===== config.mk =====
export PLATFORM = sky130hd
export DESIGN_NAME = alu_sequencer
export DESIGN_NICKNAME = d
export VERILOG_FILES = /design/src/rtl/alu_seq_pkg.sv /design/src/rtl/alu_seq_regfile.sv /design/src/rtl/alu_sequencer.sv
export SDC_FILE = /design/constraint.sdc
export NUM_CORES = 1
export LEC_CHECK = 0
export BUFFER_PORTS_ARGS = -buffer_cell sky130_fd_sc_hd__buf_2
export CELL_PAD_IN_SITES_DETAIL_PLACEMENT = 0
export CELL_PAD_IN_SITES_GLOBAL_PLACEMENT = 2
export CORE_MARGIN = 1.5
export CORE_UTILIZATION = 41
export CTS_CLUSTER_DIAMETER = 100
export CTS_CLUSTER_SIZE = 14
export DETAILED_ROUTE_END_ITERATION = 6
export GPL_ROUTABILITY_DRIVEN = 0
export PLACE_DENSITY = 0.89
export SYNTH_ARGS = -nofsm -noshare
export SYNTH_HDL_FRONTEND = slang
export SYNTH_SLANG_ARGS = --single-unit

===== constraint.sdc =====
create_clock -name clk -period 8.4 [get_ports clk]
set_input_delay 1.68 -clock clk [delete_from_list [all_inputs] [get_ports clk]]
set_output_delay 1.68 -clock clk [all_outputs]
set_load 0.01 [all_outputs]

===== src/rtl/alu_seq_pkg.sv =====
// alu_seq_pkg
// Shared definitions for the ALU sequencer.
//   - alu_op_e   : 3-bit ALU opcodes driven on alu_sel (OP_ADD .. OP_COMP)
//   - state_e    : sequencer FSM state encoding
//   - HALT_INSTR : the all-zero instruction word that stops the program
//   - IR_*       : instruction field bit positions, plus field extractors
package alu_seq_pkg;

  typedef enum logic [2:0] {
    OP_ADD  = 3'd0,
    OP_SUB  = 3'd1,
    OP_AND  = 3'd2,
    OP_OR   = 3'd3,
    OP_XOR  = 3'd4,
    OP_MUL  = 3'd5,
    OP_DIV  = 3'd6,
    OP_COMP = 3'd7
  } alu_op_e;

  typedef enum logic [2:0] {
    ST_IDLE      = 3'd0,
    ST_FETCH     = 3'd1,
    ST_DECODE    = 3'd2,
    ST_EXECUTE   = 3'd3,
    ST_WRITEBACK = 3'd4,
    ST_DONE      = 3'd5
  } state_e;

  localparam logic [7:0] HALT_INSTR = 8'h00;

  // Instruction layout: [7:5] opcode, [4:3] rd (source A and destination),
  // [2:1] rs (source B), [0] save.
  localparam int IR_OP_MSB = 7;
  localparam int IR_OP_LSB = 5;
  localparam int IR_RD_MSB = 4;
  localparam int IR_RD_LSB = 3;
  localparam int IR_RS_MSB = 2;
  localparam int IR_RS_LSB = 1;
  localparam int IR_SAVE   = 0;

  function automatic alu_op_e instr_op(input logic [7:0] ins);
    return alu_op_e'(ins[IR_OP_MSB:IR_OP_LSB]);
  endfunction

  function automatic logic [1:0] instr_rd(input logic [7:0] ins);
    return ins[IR_RD_MSB:IR_RD_LSB];
  endfunction

  function automatic logic [1:0] instr_rs(input logic [7:0] ins);
    return ins[IR_RS_MSB:IR_RS_LSB];
  endfunction

  function automatic logic instr_save(input logic [7:0] ins);
    return ins[IR_SAVE];
  endfunction

endpackage


===== src/rtl/alu_seq_regfile.sv =====
// alu_seq_regfile
// Four 8-bit general registers with two asynchronous read ports and one
// synchronous write port. All entries clear on reset.
// Ports:
//   clk, reset          : clock, asynchronous active-high reset
//   we, waddr, wdata    : write strobe, index and value (takes effect at clk)
//   raddr_a / rdata_a   : read port A (combinational)
//   raddr_b / rdata_b   : read port B (combinational)
module alu_seq_regfile
  import alu_seq_pkg::*;
(
  input  logic       clk,
  input  logic       reset,
  input  logic       we,
  input  logic [1:0] waddr,
  input  logic [7:0] wdata,
  input  logic [1:0] raddr_a,
  output logic [7:0] rdata_a,
  input  logic [1:0] raddr_b,
  output logic [7:0] rdata_b
);

  logic [7:0] regs [4];

  genvar gi;
  generate
    for (gi = 0; gi < 4; gi++) begin : g_entry
      logic [7:0] entry_d;
      logic [7:0] entry_q;

      assign entry_d = (we && (waddr == 2'(gi))) ? wdata : entry_q;

      always_ff @(posedge clk or posedge reset) begin
        if (reset) begin
          entry_q <= '0;
        end else begin
          entry_q <= entry_d;
        end
      end

      assign regs[gi] = entry_q;
    end
  endgenerate

  assign rdata_a = regs[raddr_a];
  assign rdata_b = regs[raddr_b];

endmodule


===== src/rtl/alu_sequencer.sv =====
// alu_sequencer
// Multi-cycle control unit that runs a short program from a synchronous
// instruction memory on an external combinational 8-bit ALU.
// Each non-HALT instruction takes FETCH, DECODE, EXECUTE, WRITEBACK;
// a HALT takes FETCH, DECODE, then DONE. Execution also stops after the
// instruction at PROG_LEN-1 (pc never wraps).
// Ports:
//   clk, reset                     : clock, asynchronous active-high reset
//   start                          : run from address 0 (IDLE only)
//   load_en, load_addr, load_data  : register-file preload (IDLE only)
//   imem_addr / imem_data          : instruction fetch, data one cycle later
//   alu_a, alu_b, alu_sel          : ALU operands/opcode, zero outside EXECUTE
//   alu_out, carry_out             : ALU result and flag
//   data_out, carry_flag           : last saved result and its carry
//   busy                           : high whenever not IDLE
//   done                           : one-cycle pulse when the program halts
// Optional build macro PERF_CNT_EN adds instr_count and cycle_count
// (saturating 16-bit counters, cleared on reset and on an accepted start).
module alu_sequencer
  import alu_seq_pkg::*;
#(
  parameter int PC_W     = 4,
  parameter int PROG_LEN = 16
) (
  input  logic            clk,
  input  logic            reset,
  input  logic            start,
  input  logic            load_en,
  input  logic [1:0]      load_addr,
  input  logic [7:0]      load_data,
  output logic [PC_W-1:0] imem_addr,
  input  logic [7:0]      imem_data,
  output logic [7:0]      alu_a,
  output logic [7:0]      alu_b,
  output logic [2:0]      alu_sel,
  input  logic [7:0]      alu_out,
  input  logic            carry_out,
  output logic [7:0]      data_out,
  output logic            carry_flag,
  output logic            busy,
`ifdef PERF_CNT_EN
  output logic [15:0]     instr_count,
  output logic [15:0]     cycle_count,
`endif
  output logic            done
);

  localparam logic [PC_W-1:0] LAST_PC = PC_W'(PROG_LEN - 1);

  state_e          state_q, state_d;
  logic [PC_W-1:0] pc_q, pc_d;
  logic [7:0]      ir_q, ir_d;
  logic [7:0]      res_q, res_d;
  logic            res_c_q, res_c_d;
  logic [7:0]      data_out_q, data_out_d;
  logic            carry_flag_q, carry_flag_d;
  logic            busy_q, busy_d;
  logic            done_q, done_d;
  logic [7:0]      alu_a_q, alu_a_d;
  logic [7:0]      alu_b_q, alu_b_d;
  alu_op_e         alu_sel_q, alu_sel_d;

  logic            rf_we;
  logic [1:0]      rf_waddr;
  logic [7:0]      rf_wdata;
  logic [7:0]      rf_rd_data;
  logic [7:0]      rf_rs_data;

  // Preloads only land in IDLE; result write-back only in WRITEBACK with
  // the save bit set. The two cases are mutually exclusive by state.
  always_comb begin
    rf_we    = 1'b0;
    rf_waddr = instr_rd(ir_q);
    rf_wdata = res_q;
    if (state_q == ST_IDLE) begin
      rf_we    = load_en;
      rf_waddr = load_addr;
      rf_wdata = load_data;
    end else if (state_q == ST_WRITEBACK) begin
      rf_we    = instr_save(ir_q);
    end
  end

  // Read ports are addressed from ir_d so that operands can be registered
  // on the DECODE->EXECUTE edge, in step with the instruction itself.
  alu_seq_regfile u_regfile (
    .clk     (clk),
    .reset   (reset),
    .we      (rf_we),
    .waddr   (rf_waddr),
    .wdata   (rf_wdata),
    .raddr_a (instr_rd(ir_d)),
    .rdata_a (rf_rd_data),
    .raddr_b (instr_rs(ir_d)),
    .rdata_b (rf_rs_data)
  );

  always_comb begin
    state_d      = state_q;
    pc_d         = pc_q;
    ir_d         = ir_q;
    res_d        = res_q;
    res_c_d      = res_c_q;
    data_out_d   = data_out_q;
    carry_flag_d = carry_flag_q;

    case (state_q)
      ST_IDLE: begin
        if (start) begin
          state_d = ST_FETCH;
          pc_d    = '0;
        end
      end
      ST_FETCH: begin
        state_d = ST_DECODE;
      end
      ST_DECODE: begin
        ir_d    = imem_data;
        state_d = (imem_data == HALT_INSTR) ? ST_DONE : ST_EXECUTE;
      end
      ST_EXECUTE: begin
        res_d   = alu_out;
        res_c_d = carry_out;
        state_d = ST_WRITEBACK;
      end
      ST_WRITEBACK: begin
        if (instr_save(ir_q)) begin
          data_out_d   = res_q;
          carry_flag_d = res_c_q;
        end
        if (pc_q == LAST_PC) begin
          state_d = ST_DONE;
        end else begin
          pc_d    = pc_q + PC_W'(1);
          state_d = ST_FETCH;
        end
      end
      ST_DONE: begin
        state_d = ST_IDLE;
      end
      default: begin
        state_d = ST_IDLE;
      end
    endcase

    // Status and ALU drive are decoded from the next state so they are
    // registered yet line up with the state they describe.
    busy_d    = (state_d != ST_IDLE);
    done_d    = (state_d == ST_DONE);
    alu_a_d   = (state_d == ST_EXECUTE) ? rf_rd_data : 8'h00;
    alu_b_d   = (state_d == ST_EXECUTE) ? rf_rs_data : 8'h00;
    alu_sel_d = (state_d == ST_EXECUTE) ? instr_op(ir_d) : OP_ADD;
  end

`ifdef PERF_CNT_EN
  logic [15:0] instr_count_q, instr_count_d;
  logic [15:0] cycle_count_q, cycle_count_d;

  always_comb begin
    instr_count_d = instr_count_q;
    cycle_count_d = cycle_count_q;
    if (state_q == ST_IDLE && start) begin
      instr_count_d = '0;
      cycle_count_d = '0;
    end else begin
      if (state_q == ST_WRITEBACK && instr_count_q != 16'hFFFF) begin
        instr_count_d = instr_count_q + 16'd1;
      end
      // busy_q mirrors the current state, so this counts busy cycles.
      if (busy_q && cycle_count_q != 16'hFFFF) begin
        cycle_count_d = cycle_count_q + 16'd1;
      end
    end
  end

  assign instr_count = instr_count_q;
  assign cycle_count = cycle_count_q;
`endif

  always_ff @(posedge clk or posedge reset) begin
    if (reset) begin
      state_q      <= ST_IDLE;
      pc_q         <= '0;
      ir_q         <= '0;
      res_q        <= '0;
      res_c_q      <= 1'b0;
      data_out_q   <= '0;
      carry_flag_q <= 1'b0;
      busy_q       <= 1'b0;
      done_q       <= 1'b0;
      alu_a_q      <= '0;
      alu_b_q      <= '0;
      alu_sel_q    <= OP_ADD;
`ifdef PERF_CNT_EN
      instr_count_q <= '0;
      cycle_count_q <= '0;
`endif
    end else begin
      state_q      <= state_d;
      pc_q         <= pc_d;
      ir_q         <= ir_d;
      res_q        <= res_d;
      res_c_q      <= res_c_d;
      data_out_q   <= data_out_d;
      carry_flag_q <= carry_flag_d;
      busy_q       <= busy_d;
      done_q       <= done_d;
      alu_a_q      <= alu_a_d;
      alu_b_q      <= alu_b_d;
      alu_sel_q    <= alu_sel_d;
`ifdef PERF_CNT_EN
      instr_count_q <= instr_count_d;
      cycle_count_q <= cycle_count_d;
`endif
    end
  end

  assign imem_addr  = pc_q;
  assign alu_a      = alu_a_q;
  assign alu_b      = alu_b_q;
  assign alu_sel    = alu_sel_q;
  assign data_out   = data_out_q;
  assign carry_flag = carry_flag_q;
  assign busy       = busy_q;
  assign done       = done_q;

endmodule


==> summary.txt <==
Required time of the worst setup path: 8.62 ns
Share of total power in the clock network: 16.3%
Iteration-0 DRC count of the detailed router: 125
Number of ports placed on the die boundary: 65
DRT Wirelength: 7140 um
Share of cell area taken by muxes after synthesis: 29.5%
Number of standard cells after synthesis: 264
Total global-route track usage: 16.3%
Final-stage net count: 362
Layout cell share with drive strength beyond 1: 43.9%
Largest family of logic cells by synthesized area: multiplexers
Hold Fails Final Rpt: 0
Class of the tightest hold or removal check: reg2reg
Netlist area before placement: 0.00369 sq mm
Initial standard-cell utilization of the core: 42.3%
Number of input and output port buffers inserted: 64
Post-synthesis adder-cell area fraction: 0.339%
Largest net degree at the start of global routing: 83
Relative slew slack: 32.4%
Ys async rst share: 100%
Post-CTS Hold Fix Bufs: 0
Final ANT Viol Nets: 0
Final instance area: 0.00428 sq mm
Overall via count from detail_route: 2278
Number of distinct library cells after synthesis: 37
Met2 wire length: 3120 um
Worst-case setup slack after placement: 5.14 ns
Minimum period implied by the final worst setup slack: 2.89 ns
Switching Fraction: 36.6%
Average instance area after synthesis: 14.0 sq um
Average routed wire per standard cell: 16.1 um
Residual DRC count: 0
#FFs+latches synth: 82
Inserted Diodes: 0
Achievable Freq: 346 MHz
EDFF count, synth: 0
Placed cell area: 0.00410 sq mm
Summed negative setup slack over all endpoints: 0 ns
Count of maximum capacitance violations: 0
Critical path startpoint category: input pin
Share of the synthesized area in compound gates (AO/OA/AOI/OAI): 5.15%
Actual slew at the worst max-slew pin: 1.01 ns
Highest routing layer actually used: met4
Final clock period utilization by the worst path: 34.4%
Floorplan Core Area: 0.00872 sq mm
Number of global-route vias before repair: 2378
Chip width: 97.9 um
Share of power burned in registers: 43.9%
Vias per Instance: 5.14
Total met3 wirelength after detailed routing: 275 um
Post-synthesis share of cell area spent on xor and xnor gates: 0.474%
Worst vdd ir: 0.174 mV
Clock Latency Late Sink: 0.35 ns
Static leakage: 2.05 nW
GRT overflow: 0
Internal Power: 0.00100 W
Leading register cell type out of synthesis: sky130_fd_sc_hd__dfrtp_1
Initial antenna violation count: 0
Register Area: 0.00205 sq mm
P&R area growth vs syn: 15.8%
Maximum fanout along the worst path: 10
Clock tree from TritonCTS: done
Clock transition at the registers of the reported paths: 0.08 ns
Dpl hpwl: 5190 um
Area used by multi-input combinational logic: 0.00156 sq mm
Simple-gate portion of the synthesized area: 6.74%
Placement Rows: 34
WP data arrival: 3.11 ns
PwrDens: 370 mW/mm^2
Unrepaired setup endpoints after global routing: false
Overall die area: 0.00958 sq mm
Final clock skew: 0.00818 ns
Outcome: complete, no violations
Number of nets in the synthesized netlist: 296
TritonCTS Buffers: 9
Sequential area share after synthesis: 55.6%
Kind of end point of the critical path: register
Logic gate share of total power: 39.7%
Post-route worst setup slack: 5.51 ns
Cts repair resizes: 0
Number of sinks driven by the clock tree: 82
Die Y-Extent: 97.9 um
Worst Path Class, Setup: in2reg
TritonRoute pass-1 iters: 4
Maximum level of the CTS H-tree: 3
Global-route wire length before repair: 12300 um
Layout fillers: 793
CTS max path bufs: 2
Warning count from the yosys run: 0
Length of routed wiring on met1: 3600 um
Max-slew violation count: 0
Number of setup buffers added after CTS: 0
Clock Tree Root: sky130_fd_sc_hd__clkbuf_8
Switch Pwr: 0.000580 W
Number of endpoints failing setup at the final stage: 0
## cell families after synthesis
logic type | after synthesis
compound gates | 27
xor+xnor | 2
fa+ha+maj | 1
buf+inv | 16
flops | 82
mux | 96
simple gates | 40
## cell usage after synthesis, drive strengths merged, types with 2 or more instances
library cell	count	area share, %
dfrtp	82	56
mux2	59	19
mux2i	37	11
o22ai	16	2.7
nand2	12	1.4
buf	8	1.4
nor2	7	1.1
inv	6	0.61
nand3	4	0.54
o21ai	4	0.54
a21oi	3	0.41
and2	3	0.51
clkbuf	2	0.20
nand4	2	0.34
nor3	2	0.58
nor3b	2	0.71
or3	2	0.34
or4	2	0.41
xor2	2	0.47
## power groups by stage
stage | sequential (W) | clock, W | combinational [W]
2_1_floorplan | 0.000687 | 0 | 0.000477
3_3_place_gp | 0.000696 | 0 | 0.000629
3_5_place_dp | 0.000704 | 0 | 0.000636
4_1_cts | 0.000697 | 0.000268 | 0.000638
5_1_grt | 0.000723 | 0.000284 | 0.000693
6_report | 0.000696 | 0.000258 | 0.000629
## sequential cells by signal, indices dropped and copies added, names as in the netlist
register,flops
imem_addr,4
alu_b,8
data_out,8
busy,1
alu_a,8
state_q,3
alu_sel,3
done,1
res_q,8
carry_flag,1
u_regfile.g_entry.entry_q,32
res_c_q,1
ir_q,4
## cells in the final DEF, fill, tap and decap left out, types with 3 or more instances in the layout
cell type | synthesis | routed
sky130_fd_sc_hd__nor2_1 | 5 | 5
sky130_fd_sc_hd__a21oi_1 | 3 | 3
sky130_fd_sc_hd__clkbuf_8 | 0 | 9
sky130_fd_sc_hd__o21ai_0 | 4 | 4
sky130_fd_sc_hd__mux2_2 | 47 | 47
sky130_fd_sc_hd__mux2i_1 | 35 | 35
sky130_fd_sc_hd__and2_1 | 3 | 3
sky130_fd_sc_hd__inv_1 | 6 | 5
sky130_fd_sc_hd__dfrtp_1 | 82 | 82
sky130_fd_sc_hd__o22ai_1 | 16 | 16
sky130_fd_sc_hd__buf_2 | 5 | 64
sky130_fd_sc_hd__mux2_1 | 4 | 4
sky130_fd_sc_hd__nand3_1 | 4 | 4
sky130_fd_sc_hd__clkinvlp_4 | 0 | 3
sky130_fd_sc_hd__nand2_1 | 10 | 10
sky130_fd_sc_hd__mux2_4 | 8 | 8
## worst paths after layout
check	start	end	slack, ns	depth (start not counted)
min reg2reg	ir_q[0]	ir_q[0]	0.50	2
max reg2reg	state_q[2]	u_regfile.g_entry[1].entry_q[0]	6.01	4
max	imem_data[3]	alu_a[0]	5.51	5
min	ir_q[0]	ir_q[0]	0.50	2
min in group asynchronous	reset	data_out[3]	1.62	3
max in group asynchronous	reset	u_regfile.g_entry[1].entry_q[5]	6.12	3
## per-layer routing
layer	up-vias	global-route usage, %
li1	1110	-
met1	1110	23.4
met2	49	23.7
met3	9	3.15
met4	0	7.80
met5	-	0
## cell type report
type / instances / share of cell area, %
Sequential cell: 82 / 48.0
Multi-Input combinational cell: 166 / 36.5
Timing Repair Buffer: 65 / 7.67
Tap cell: 108 / 3.16
Clock buffer: 9 / 2.90
Clock inverter: 7 / 1.26
Inverter: 6 / 0.556
## stage by stage
step           util [%]  hold slack [ns]  instances  total power [W]
3_5_place_dp       47.0            0.485        427          0.00134
4_1_cts            49.0            0.508        443          0.00160
5_1_grt            49.0            0.521        443          0.00170
3_3_place_gp       47.0            0.482        427          0.00132
2_1_floorplan         -            0.438        264          0.00116
6_report           49.0            0.496        443          0.00158
## worst max-delay path, stage by stage
cell	delay (ns)
sky130_fd_sc_hd__buf_2	0.21
sky130_fd_sc_hd__or4_1	0.56
sky130_fd_sc_hd__nor2_1	0.19
sky130_fd_sc_hd__or3_1	0.33
sky130_fd_sc_hd__o22ai_1	0.13
(Power assumes the default switching activity.)
